**config.mk**
```make
export PLATFORM = sky130hd
export DESIGN_NAME = alu_issue_ctrl
export DESIGN_NICKNAME = d
export VERILOG_FILES = /design/src/rtl/alu_issue_ctrl.sv
export SDC_FILE = /design/constraint.sdc
export NUM_CORES = 1
export LEC_CHECK = 0
export ABC_AREA = 0
export BUFFER_PORTS_ARGS = -buffer_cell sky130_fd_sc_hd__buf_4
export CAP_MARGIN = 20
export CORE_MARGIN = 10
export CORE_UTILIZATION = 50
export CTS_CLUSTER_DIAMETER = 50
export CTS_CLUSTER_SIZE = 8
export DETAILED_ROUTE_END_ITERATION = 12
export GPL_TIMING_DRIVEN = 0
export HOLD_SLACK_MARGIN = 0.08
export PLACE_DENSITY_LB_ADDON = 0.12
export SETUP_SLACK_MARGIN = 0.05
export SKIP_LAST_GASP = 1
export SYNTH_ARGS = -nofsm -noshare
export SYNTH_HDL_FRONTEND = slang
export SYNTH_SLANG_ARGS = --single-unit
```
**constraint.sdc**
```tcl
create_clock -name clk -period 4.6 [get_ports clk]
set_input_delay 0.92 -clock clk [delete_from_list [all_inputs] [get_ports clk]]
set_output_delay 0.92 -clock clk [all_outputs]
set_load 0.02 [all_outputs]
```
**src/rtl/alu_issue_ctrl.sv**
```systemverilog
// ---------------------------------------------------------------------------
// alu_issue_ctrl
//
// Sequential front-end for the combinational 32-bit CPU ALU. A request taken
// over the req_* valid/ready handshake is registered onto the alu_* operand
// outputs. After SETTLE cycles the ALU result and zero flag are captured. They
// are returned with the request tag over the rsp_* valid/ready handshake.
// A request may replace req_a with the previously captured result (chaining)
// to build multi-step accumulations.
//
// Parameters
//   SETTLE  ALU settle cycles between operand load and capture (1..15)
//   TAG_W   request/response tag width
//
// Ports
//   clk, rst_n                     clock, asynchronous active-low reset
//   req_valid / req_ready          request handshake (ready only in IDLE)
//   req_op, req_a..req_d, req_sel  opcode, operands and sel for the ALU
//   req_chain                      use chain register instead of req_a
//   req_tag                        echoed back on rsp_tag
//   alu_op, alu_in1..4, alu_sel    registered drive into the ALU
//   alu_out, alu_zero              ALU result inputs
//   rsp_valid / rsp_ready          response handshake
//   rsp_data, rsp_zero             captured ALU result and zero flag
//   rsp_illegal                    request opcode was 0xF
//   rsp_tag                        tag of the answered request
//   busy                           FSM is not IDLE
// ---------------------------------------------------------------------------
module alu_issue_ctrl #(
    parameter int SETTLE = 1,
    parameter int TAG_W  = 4
) (
    input  logic             clk,
    input  logic             rst_n,

    input  logic             req_valid,
    output logic             req_ready,
    input  logic [3:0]       req_op,
    input  logic [31:0]      req_a,
    input  logic [31:0]      req_b,
    input  logic [31:0]      req_c,
    input  logic [31:0]      req_d,
    input  logic             req_sel,
    input  logic             req_chain,
    input  logic [TAG_W-1:0] req_tag,

    output logic [3:0]       alu_op,
    output logic [31:0]      alu_in1,
    output logic [31:0]      alu_in2,
    output logic [31:0]      alu_in3,
    output logic [31:0]      alu_in4,
    output logic             alu_sel,
    input  logic [31:0]      alu_out,
    input  logic             alu_zero,

    output logic             rsp_valid,
    input  logic             rsp_ready,
    output logic [31:0]      rsp_data,
    output logic             rsp_zero,
    output logic             rsp_illegal,
    output logic [TAG_W-1:0] rsp_tag,

    output logic             busy
);

    localparam logic [3:0] SETTLE_CNT = 4'(SETTLE);
    localparam logic [3:0] OP_ILLEGAL = 4'hF;

    typedef enum logic [1:0] {
        S_IDLE    = 2'd0,
        S_WAIT    = 2'd1,
        S_CAPTURE = 2'd2,
        S_RESP    = 2'd3
    } state_t;

    state_t             state;
    state_t             state_nxt;
    logic [3:0]         settle_cnt;
    logic [31:0]        chain_q;
    logic [TAG_W-1:0]   tag_q;
    logic               illegal_q;
    logic               load_en;
    logic               cap_en;
    logic               rsp_done;

    // State register
    always_ff @(posedge clk or negedge rst_n) begin
        if (!rst_n) begin
            state <= S_IDLE;
        end else begin
            state <= state_nxt;
        end
    end

    // Next-state logic. WAIT leaves when the counter shows 1, so the counter
    // never has to pass through 0; SETTLE=1 gives a single WAIT cycle.
    always_comb begin
        state_nxt = state;
        case (state)
            S_IDLE:    if (req_valid)        state_nxt = S_WAIT;
            S_WAIT:    if (settle_cnt <= 4'd1) state_nxt = S_CAPTURE;
            S_CAPTURE:                       state_nxt = S_RESP;
            S_RESP:    if (rsp_ready)        state_nxt = S_IDLE;
            default:                         state_nxt = S_IDLE;
        endcase
    end

    // Output / control decode. req_ready depends on state only.
    always_comb begin
        req_ready = (state == S_IDLE);
        busy      = (state != S_IDLE);
        load_en   = (state == S_IDLE) && req_valid;
        cap_en    = (state == S_CAPTURE);
        rsp_done  = (state == S_RESP) && rsp_ready;
    end

    // Settle counter
    always_ff @(posedge clk or negedge rst_n) begin
        if (!rst_n) begin
            settle_cnt <= 4'd0;
        end else if (load_en) begin
            settle_cnt <= SETTLE_CNT;
        end else if ((state == S_WAIT) && (settle_cnt > 4'd1)) begin
            settle_cnt <= settle_cnt - 4'd1;
        end
    end

    // Operand issue: held until the next accepted request
    always_ff @(posedge clk or negedge rst_n) begin
        if (!rst_n) begin
            alu_op    <= 4'd0;
            alu_in1   <= 32'd0;
            alu_in2   <= 32'd0;
            alu_in3   <= 32'd0;
            alu_in4   <= 32'd0;
            alu_sel   <= 1'b0;
            tag_q     <= '0;
            illegal_q <= 1'b0;
        end else if (load_en) begin
            alu_op    <= req_op;
            alu_in1   <= req_chain ? chain_q : req_a;
            alu_in2   <= req_b;
            alu_in3   <= req_c;
            alu_in4   <= req_d;
            alu_sel   <= req_sel;
            tag_q     <= req_tag;
            illegal_q <= (req_op == OP_ILLEGAL);
        end
    end

    // Result capture: rsp_* only change at capture, so they stay stable
    // throughout RESP under backpressure.
    always_ff @(posedge clk or negedge rst_n) begin
        if (!rst_n) begin
            rsp_data    <= 32'd0;
            rsp_zero    <= 1'b0;
            rsp_illegal <= 1'b0;
            rsp_tag     <= '0;
            chain_q     <= 32'd0;
        end else if (cap_en) begin
            rsp_data    <= alu_out;
            rsp_zero    <= alu_zero;
            rsp_illegal <= illegal_q;
            rsp_tag     <= tag_q;
            chain_q     <= alu_out;
        end
    end

    // Response valid
    always_ff @(posedge clk or negedge rst_n) begin
        if (!rst_n) begin
            rsp_valid <= 1'b0;
        end else if (cap_en) begin
            rsp_valid <= 1'b1;
        end else if (rsp_done) begin
            rsp_valid <= 1'b0;
        end
    end

endmodule
```
Word level (Yosys, flattened, before mapping)
Index checks and enable logic that the tools add are counted.
{"block": "totals", "out_inout_bits": 174, "mem_bits_rw": 0, "in_bits": 175, "regBits": 183, "latch_bits": 0, "mem_bits_ro": 0, "word_cells": 42, "mem_count": 0}
{"block": "classes", "n_mul": 0, "muxes": 9, "bitwise_logic": 0, "eq_ne": 7, "shifts": 0, "div": 0, "n_addsub": 1, "order_cmp": 2, "n_reduce_logical": 8}
{"op": "2-to-1 mux 32 bit", "count": 1}
{"op": "2-to-1 mux 4 bit", "count": 2}
{"op": "one-hot mux 2 bit (4 select lines)", "count": 1}
{"op": "2-to-1 mux 2 bit", "count": 3}
{"op": "!= test 2 bit (second input constant)", "count": 3}
{"op": "nonzero test 2 bit", "count": 3}
{"op": "== test 2 bit (second input constant)", "count": 2}
{"op": "== test 4 bit (second input constant)", "count": 1}
{"op": "greater-than comparator 4 x 1 -> 1 bit (second input constant)", "count": 1}
{"op": "<= comparator 4 x 1 -> 1 bit (second input constant)", "count": 1}
{"op": "subtractor 4 x 1 -> 4 bit (second input constant)", "count": 1}
{"op": "logical AND 1 bit", "count": 3}
{"op": "AND reduction 3 bit", "count": 1}
{"op": "== test 2 x 1 -> 1 bit (second input constant)", "count": 1}
{"op": "zero test 2 bit", "count": 1}
{"op": "2-to-1 mux 1 bit", "count": 2}

Longest topological paths before layout
Gate-level depths: netlist (run 1).
{"block": "logic_depth", "ltp_word": 4, "ltp_mapped": 8}

Worst setup path before layout (run 1)
No wires, ideal clock.
{"block": "synth_timing", "kind": "reg2out", "from": "register state[0]", "to": "output busy", "t_arrival_ns": 0.979, "setup_slack_ns": 2.701, "required_time_ns": 3.680, "stages_incl_launch_ff": 4, "n_path_buf": 0, "path_cell_list": "dfrtp_1 inv_1 ha_1 inv_1"}
{"block": "synth_between", "elab_chain_cells": 1}
{"item": "start, declared", "line": "76", "source": "state_t state;"}
{"item": "start signal, assigned", "line": "91", "source": "state <= state_nxt;"}
{"item": "nonzero test 2 bit", "line": "111", "source": "busy = (state != S_IDLE);"}
{"item": "end, declared", "line": "63", "source": "output logic busy"}
No other way between the ends.

Worst setup path in the final report (run 1)
{"block": "layout_timing", "from": "register state[1]", "to": "output busy"}
Same word-level chain as after synthesis.

==> results of run 1 <==
[critical path, cell delays in order, from the launching register on]
cell	delay, ns
dfrtp_1	0.41
inv_1	0.12
ha_1	0.22
inv_1	0.08
buf_4	0.16
[final timing paths]
kind / endpoint / start / slack (ns) / depth (start not counted)
worst max-delay path: busy / state[1]$_DFFE_PN0P_ / 2.27 / 4
worst min-delay path: alu_in4[0]$_DFFE_PN0P_ / alu_in4[0]$_DFFE_PN0P_ / 0.47 / 2
worst max register to register: alu_in3[14]$_DFFE_PN0P_ / state[1]$_DFFE_PN0P_ / 2.71 / 8
worst min register to register: alu_in4[0]$_DFFE_PN0P_ / alu_in4[0]$_DFFE_PN0P_ / 0.47 / 2
max in group asynchronous: alu_in2[26]$_DFFE_PN0P_ / rst_n / 3.20 / 2
min in group asynchronous: alu_in1[24]$_DFFE_PN0P_ / rst_n / 0.55 / 1
[cells in the final DEF (no fill, tap or decap)]
cell and count:
and2_1 1, nand4_1 1, clkinv_2 3, buf_4 346
nor2_1 2, clkbuf_16 17, o221ai_2 1, buf_16 1
a21o_1 1, o31ai_4 1, ha_1 7, a21oi_1 1
buf_1 2, dfrtp_1 183, buf_2 21, buf_8 1
nand3_1 1, o21ai_0 33, clkbuf_1 18, mux2i_1 34
nand4b_1 1, mux2_4 1, clkbuf_8 5, nand2_1 354
nand2b_1 1, o31ai_1 1, nor4_1 1, xnor2_1 1
mux2_2 38, bufinv_16 5, inv_1 6
[flip-flops by register name, indices dropped and copies added (netlist names), 2 cells and up]
| signal | cells |
|---|---|
| chain_q | 32 |
| alu_op | 4 |
| alu_in3 | 32 |
| state | 2 |
| alu_in2 | 32 |
| alu_in1 | 32 |
| alu_in4 | 32 |
| tag_q | 4 |
| settle_cnt | 4 |
| rsp_tag | 4 |
[cell usage after synthesis]
master    instances  share of area
a21o_1            1         0.0010
a21oi_1           1        0.00069
and2_1            1        0.00086
buf_1             2         0.0010
buf_2            21          0.014
clkbuf_1         16         0.0083
dfrtp_1         183           0.63
ha_1              7          0.012
inv_1             6         0.0031
mux2_2           38          0.059
mux2_4            1         0.0021
mux2i_1          34          0.047
nand2_1         354           0.18
nand2b_1          1        0.00086
nand3_1           1        0.00069
nand4_1           1        0.00086
nand4b_1          1         0.0012
nor2_1            2         0.0010
nor4_1            1        0.00086
o21ai_0          33          0.023
o221ai_2          1         0.0021
o31ai_1           1         0.0010
o31ai_4           1         0.0029
xnor2_1           1         0.0012
[cell families (layout without fill, tap and decap cells)]
logic type               after synthesis  after routing  synth area share
flip-flops                           183            183             0.632
AND/OR/NAND/NOR                      362            362             0.190
multiplexers                          73             73             0.108
adder cells (fa/ha/maj)                7              7            0.0121
AO/OA/AOI/OAI                         38             38            0.0305
XOR/XNOR                               1              1           0.00121
buffers and inverters                 45            425            0.0269
[power breakdown]
part	switching [mW]	internal (mW)	total, mW
combinational	2.15	1.56	3.71
sequential	0.432	2.36	2.79
clock	0.585	1.04	1.62
[per-layer routing]
metal | vias up | track usage | part of all wire | routed length [um]
met5 | - | 0 | 0 | 0
li1 | 2976 | - | - | -
met1 | 3019 | 0.255 | 0.36 | 8510
met2 | 235 | 0.393 | 0.52 | 12100
met4 | 0 | 0.0935 | 0.028 | 663
met3 | 39 | 0.0828 | 0.088 | 2060
[final cells by class]
| class | count | area, sq um |
|---|---|---|
| Clock buffer | 24 | 502 |
| Inverter | 6 | 22.5 |
| Sequential cell | 183 | 4580 |
| Multi-Input combinational cell | 481 | 2480 |
| Timing Repair Buffer | 348 | 2640 |
| Tap cell | 180 | 225 |
| Fill cell | 1019 | 3260 |
| Buffer | 39 | 173 |
| Clock inverter | 8 | 165 |
==> impl_metrics.json, run 1 <==
{
  "outcome": "finished clean",
  "ys_seq_area_frac": 0.632,
  "grt_max_degree": 108,
  "finalClockSkew_ns": 0.00843,
  "die_h_um": 140,
  "die_x_um": 140,
  "timing.fmax_mhz": 430,
  "n_antenna_cell": 0,
  "synth_fp_nets": 891,
  "drc": 0,
  "post_cts_buffers": 0,
  "place_inst": 1237,
  "total_power_mw": 8.12,
  "stdcell_area_sq_mm": 0.0108,
  "clock_path_buffers": 2,
  "cp_max_fo": 4,
  "yosysUniqueCellTypes": 24,
  "ir_drop_uv": 374,
  "rsz0062_at_grt": "no",
  "wl_um": 23400,
  "hold_viol": 0,
  "final_util": 0.768,
  "worst_pin_slew_ns": 0.810,
  "cts_buffers": 17,
  "hp-class": "flip-flop to flip-flop",
  "slew_headroom": 0.460,
  "slew_viol_final": 0,
  "boundaryPins": 349,
  "pwr_density_cell_mw_per_mm2": 753,
  "grt_pass1_vias": 6451,
  "startpoint_type": "flip-flop",
  "hold_slack_ns": 0.474,
  "vias": 6269,
  "avgSynthCellArea_sq_um": 10.2,
  "setup_viol": 0,
  "htreeDepth": 4,
  "netlist_instances": 709,
  "dpl.hpwl_um": 18000,
  "drive_gt1_frac": 0.404,
  "stdcell_count": 1269,
  "row_count": 43,
  "antenna_found_initial": 0,
  "grt_pass1_wl_um": 35700,
  "dpl-instance-area_sq_mm": 0.0101,
  "end_kind": "output port",
  "drtIter0Drc": 252,
  "ys_seq_elements": 183,
  "clk_pin_slew_ns": 0.06,
  "portBuffers": 347,
  "cp.required_ns": 3.68,
  "syn2layout_area_growth_pct": 48.7,
  "pre_cts_ws_ns": 2.39,
  "cts_root_buf": "clkbuf_16",
  "first_pass_iters": 4,
  "antenna_left": 0,
  "cts_tree": "done",
  "grt-ovfl-total": 0,
  "worst_slack_ns": 2.27,
  "clk_latency_ns": 0.42,
  "p_leak_nw": 5.89,
  "yosys_warnings": 0,
  "track_usage": 0.230,
  "cp.arrival_ns": 1.41,
  "worstSetupPathType": "flip-flop to output port",
  "synth_area_sq_mm": 0.00725,
  "cts_resized": 0,
  "wl_per_cell_um": 18.4,
  "clock_sinks": 183,
  "core_area_sq_mm": 0.0140,
  "initial_core_util": 0.516,
  "maxCapViolations": 0,
  "final_nets": 1258,
  "setup-tns-final_ns": 0,
  "dieArea_sq_mm": 0.0197,
  "gp_congestion": 0.802,
  "via_per_inst": 4.94,
  "finalCritPeriodShare": 0.506,
  "fin_crit_ns": 2.33,
  "ctsHoldBuffers": 0
}
Note: power is estimated with default switching activity, not from simulation.
==> inputs of run 2 (changes only) <==
Settings changed: CORE_UTILIZATION 50 to 42.
Clock period 4.6 ns to 2 ns, I/O delays scaled along.
==> run 2 against run 1 <==
  * Clock skew is 0.010 ns higher
  * First-iteration DRC count decreased by 20%
  * Via count fell by 2.9%
  * Largest power group unchanged
  * Highest routed layer unchanged
==> impl_metrics.json, run 2 (same netlist as run 1, synthesis figures left out) <==
{
  "total_power_mw": 18.3,
  "met1Wirelength_um": 9200,
  "finalClockSkew_ns": 0.0186,
  "place_inst": 1277,
  "clock_sinks": 183,
  "ir_drop_uv": 824,
  "final_cell_mix": "354 x nand2_1, 349 x buf_4, 183 x dfrtp_1",
  "seqPwrFrac": 0.351,
  "timing.fmax_mhz": 552,
  "pwr-share-comb": 0.467,
  "finalCritPeriodShare": 0.906,
  "rsz0062_at_grt": "no",
  "power_frac_clock": 0.182,
  "outcome": "finished clean",
  "n_antenna_cell": 0,
  "cts_tree": "done",
  "pwr_density_cell_mw_per_mm2": 1700,
  "dpl-instance-area_sq_mm": 0.0102,
  "cts_buffers": 17,
  "setup.worst_path.end": "busy",
  "drive_gt1_frac": 0.410,
  "core_area_sq_mm": 0.0168,
  "boundaryPins": 349,
  "die_x_um": 151,
  "cp_max_fo": 4,
  "row_count": 47,
  "die_h_um": 151,
  "grt_pass1_wl_um": 34700,
  "startpoint_type": "flip-flop",
  "gp_congestion": 0.804,
  "stdcell_count": 1310,
  "switching_share": 0.404,
  "slew_headroom": 0.545,
  "worst_pin_slew_ns": 0.683,
  "cts_root_buf": "clkbuf_16",
  "rr_startpoint": "state[0]$_DFFE_PN0P_",
  "cp.arrival_ns": 1.41,
  "fillers": 1451,
  "dr.max_layer_used": "met4",
  "fin_crit_ns": 1.81,
  "crit_start": "state[0]$_DFFE_PN0P_",
  "dieArea_sq_mm": 0.0229,
  "setup_viol": 0,
  "syn2layout_area_growth_pct": 48.6,
  "worstRegToRegCells": 8,
  "vias": 6085,
  "dpl.hpwl_um": 18300,
  "p_leak_nw": 5.86,
  "antenna_left": 0,
  "via_per_inst": 4.65,
  "grt_pass1_vias": 6150,
  "grt_max_degree": 98,
  "drc": 0,
  "route.met2.wl_um": 12200,
  "drtIter0Drc": 202,
  "clock_path_buffers": 2,
  "first_pass_iters": 4,
  "end_kind": "output port",
  "worstSetupPathType": "flip-flop to output port",
  "stdcell_area_sq_mm": 0.0108,
  "final_nets": 1259,
  "r2r_end": "alu_in2[6]$_DFFE_PN0P_",
  "portBuffers": 347,
  "antenna_found_initial": 0,
  "slew_viol_final": 0,
  "hp-class": "input port to flip-flop",
  "wl_um": 23700,
  "final_common_cell": "nand2_1",
  "initial_core_util": 0.433,
  "htreeDepth": 4,
  "maxCapViolations": 0,
  "wl_per_cell_um": 18.1,
  "post_cts_buffers": 0,
  "cp.required_ns": 1.60,
  "track_usage": 0.198,
  "worst-r2r-setup-slack_ns": 0.21,
  "intPower_mw": 10.9,
  "p_switching_mw": 7.38,
  "hold_viol": 0,
  "clk_pin_slew_ns": 0.07,
  "grt-ovfl-total": 0,
  "route.met3.wl_um": 2070,
  "clk_latency_ns": 0.43
}
-- run 2: stage by stage --
stage | TNS [ns] | setup slack, ns | hold WS (ns) | utilization
final | 0 | 0.189 | 0.152 | 0.643
after CTS | 0 | 0.0802 | 0.141 | 0.642
after detailed placement | 0 | 0.0132 | 0.456 | 0.607
after global placement | -126.81 | -0.710 | 0.456 | 0.604
after global routing | 0 | 0.0557 | 0.137 | 0.643
after floorplan | 0 | 0.317 | 0.104 | -
-- run 2: what timing repair did --
action                                  CTS  global route
endpoints found under the hold margin    86             0
hold buffers                              1             0
endpoints found under the setup margin   32           139
resized for setup                         2            17
-- run 2: worst min-delay path by stage --
stage	startpoint	end	cells past startpoint
final	req_c[6]	alu_in3[6]$_DFFE_PN0P_	3
after global routing	req_c[6]	alu_in3[6]$_DFFE_PN0P_	3
after CTS	req_c[6]	alu_in3[6]$_DFFE_PN0P_	3
after detailed placement	rst_n	chain_q[23]$_DFFE_PN0P_	1
after global placement	tag_q[0]$_DFFE_PN0P_	tag_q[0]$_DFFE_PN0P_	2
after floorplan	rst_n	alu_in1[0]$_DFFE_PN0P_	0
-- run 2: cell type report --
type,instances,area [sq um],share of cell area
plain buffers,39,194,0.0180
well taps,220,275,0.0255
flip-flops and latches,183,4580,0.425
clock buffers,19,433,0.0402
inverters,6,22.5,0.00209
clock inverters,13,144,0.0134
repair buffers,349,2650,0.246
multi-input cells,481,2480,0.230
-- run 2: power by group through the flow --
stage	sequential [mW]	clock (mW)	combinational (mW)
2_1_floorplan	8.38	0	2.56
3_3_place_gp	6.41	0	8.56
3_5_place_dp	6.47	0	8.68
4_1_cts	6.44	3.39	8.70
5_1_grt	6.64	3.55	9.23
6_report	6.42	3.33	8.53
-- run 2: worst max-delay path: stages (launching register included) --
cell,delay (ns)
dfrtp_1,0.40
inv_1,0.13
ha_1,0.22
inv_1,0.08
buf_4,0.17
-- run 2: routing by layer --
layer | track usage | vias up
met2 | 0.339 | 206
li1 | - | 2980
met3 | 0.0826 | 11
met4 | 0.0443 | 0
met1 | 0.226 | 2888
met5 | 0 | -
==> inputs of run 3 (changes only) <==
Settings changed: BUFFER_PORTS_ARGS -buffer_cell sky130_fd_sc_hd__buf_4 to unset, CORE_AREA set to 10 10 128 130, CORE_MARGIN 10 to unset, CORE_UTILIZATION 42 to unset, DIE_AREA set to 0 0 138 140, DONT_BUFFER_PORTS set to 1.
==> run 3 against run 2 <==
  * The flow now finishes with violations (negative hold slack)
  * Flip-flop and latch count did not move
  * Clock power barely moved
  * Setup slack got worse by 0.020 ns
  * Total power fell by 14%
  * Clock-buffer cell count rose by 2
==> impl_metrics.json, run 3 (same netlist as run 1, synthesis figures left out) <==
{
  "place_inst": 889,
  "rsz0062_at_grt": "yes",
  "setup_viol": 0,
  "crit_start": "state[0]$_DFFE_PN0P_",
  "clock_sinks": 183,
  "final_cell_mix": "354 x nand2_1, 183 x dfrtp_1, 85 x dlygate4sd3_1",
  "fin_crit_ns": 1.83,
  "grt-ovfl-total": 0,
  "clk_pin_slew_ns": 0.07,
  "timing.fmax_mhz": 546,
  "pre_cts_ws_ns": -0.155,
  "intPower_mw": 8.86,
  "p_switching_mw": 6.87,
  "htreeDepth": 4,
  "initial_core_util": 0.526,
  "dpl.hpwl_um": 16200,
  "vias": 5426,
  "cts_root_buf": "clkbuf_16",
  "syn2layout_area_growth_pct": 23.4,
  "drtIter0Drc": 262,
  "startpoint_type": "flip-flop",
  "final_nets": 995,
  "cts_tree": "done",
  "hold_slack_ns": -0.327,
  "ir_drop_uv": 858,
  "first_pass_iters": 5,
  "boundaryPins": 349,
  "end_kind": "flip-flop",
  "hold_viol": 183,
  "worst_pin_slew_ns": 0.471,
  "r2r_end": "alu_in3[12]$_DFFE_PN0P_",
  "finalCritPeriodShare": 0.916,
  "track_usage": 0.225,
  "wl_per_cell_um": 22.1,
  "worst-r2r-setup-slack_ns": 0.17,
  "grt_pass1_vias": 5759,
  "worst_slack_ns": 0.169,
  "seqPwrFrac": 0.574,
  "cp_max_fo": 10,
  "gp_congestion": 0.816,
  "wl_um": 22200,
  "total_power_mw": 15.7,
  "core_area_sq_mm": 0.0138,
  "antenna_found_initial": 1,
  "antenna_left": 0,
  "rr_startpoint": "state[0]$_DFFE_PN0P_",
  "cp_cell_sequence": "inv_1 > ha_4 > nand2_1 > clkbuf_4 > clkbuf_4 > buf_2 > nand2_1 > nand2_1",
  "hp-class": "input port to async pin",
  "worstRegToRegCells": 8,
  "p_leak_nw": 4.49,
  "slowest_stage": "dfrtp_1",
  "finalClockSkew_ns": 0.00554,
  "power_frac_clock": 0.210,
  "cts_buffers": 17,
  "pwr_density_cell_mw_per_mm2": 1760,
  "drc": 0,
  "die_h_um": 140,
  "drive_gt1_frac": 0.115,
  "max_stage_delay_ns": 0.40,
  "stdcell_area_sq_mm": 0.00895,
  "clock_path_buffers": 2,
  "grt_max_degree": 184,
  "row_count": 43,
  "portBuffers": 0,
  "pwr-share-comb": 0.216,
  "cp.arrival_ns": 2.14,
  "grt_pass1_wl_um": 34300,
  "slew_viol_final": 0,
  "slew_headroom": 0.686,
  "dieArea_sq_mm": 0.0193,
  "outcome": "complete, but fails checks",
  "maxCapViolations": 0,
  "final_common_cell": "nand2_1",
  "ctsHoldBuffers": 85,
  "switching_share": 0.436,
  "clk_latency_ns": 0.42,
  "failed_checks": "negative hold slack",
  "stdcell_count": 1008,
  "worstSetupPathType": "flip-flop to flip-flop",
  "dpl-instance-area_sq_mm": 0.00748,
  "die_x_um": 138,
  "cp.required_ns": 2.31,
  "worst_path_most_repeated_cell": "nand2_1",
  "via_per_inst": 5.38,
  "setup.worst_path.end": "alu_in3[12]$_DFFE_PN0P_"
}
-- run 3: changes by cell type in the layout (fill, tap and decap cells not counted), sizes merged --
cell	previous run	this run
dlygate4sd3	1	85
clkinv	3	4
buf	368	21
diode	0	2
clkbuf	38	39
inv	10	7
-- run 3: metal layers --
| metal | up-vias | track usage | wire (um) |
|---|---|---|---|
| met2 | 294 | 0.390 | 11700 |
| met5 | - | 0 | 0 |
| met1 | 2640 | 0.242 | 7820 |
| met4 | 0 | 0.0871 | 505 |
| met3 | 39 | 0.0879 | 2230 |
| li1 | 2453 | - | - |
-- run 3: worst min path at each step --
| stage | from | to | slack (ns) | depth (start not counted) |
|---|---|---|---|---|
| after detailed placement | rst_n | chain_q[30]$_DFFE_PN0P_ | 0.11 | 0 |
| final | rst_n | chain_q[21]$_DFFE_PN0P_ | -0.33 | 0 |
| after floorplan | rst_n | alu_in1[0]$_DFFE_PN0P_ | 0.10 | 0 |
| after CTS | rst_n | chain_q[18]$_DFFE_PN0P_ | -0.35 | 0 |
| after global placement | rst_n | alu_in1[19]$_DFFE_PN0P_ | 0.11 | 0 |
| after global routing | rst_n | alu_in1[22]$_DFFE_PN0P_ | -0.35 | 0 |
-- run 3: critical path: cells and delay by family (launching register included) --
kind / cells / cell delay (ns)
buf+inv: 4 / 0.81
fa+ha+maj: 1 / 0.22
flops: 1 / 0.40
simple gates: 3 / 0.28
-- run 3: power groups by stage --
stage	logic (mW)	registers [mW]	clock network [mW]
floorplan	2.56	8.38	0
global placement	3.01	9.10	0
detailed placement	3.22	9.12	0
CTS	3.35	9.09	3.39
global route	3.90	9.25	3.56
finish	3.40	9.02	3.30
-- run 3: cell type report --
cell class / count / area [sq um]
multi-input cells: 481 / 2490
flip-flops and latches: 183 / 4580
clock buffers: 21 / 470
clock inverters: 11 / 123
repair buffers: 85 / 851
inverters: 6 / 22.5
fillers: 1054 / 4820
well taps: 180 / 225
plain buffers: 39 / 184
diodes: 2 / 5.00
-- run 3: repair_timing --
item / in CTS / in global routing
gates cloned: 0 / 0
setup buffers: 0 / 0
gates resized for setup: 3 / 5
endpoints found under the hold margin: 268 / 183
setup endpoints to repair: 99 / 99
-- run 3: stage by stage --
step	hold WS, ns	utilization	setup TNS [ns]
floorplan	0.104	-	0
detailed placement	0.112	0.543	-3.89
global placement	0.110	0.543	-2.66
CTS	-0.346	0.648	0
global route	-0.348	0.650	0
finish	-0.327	0.650	0
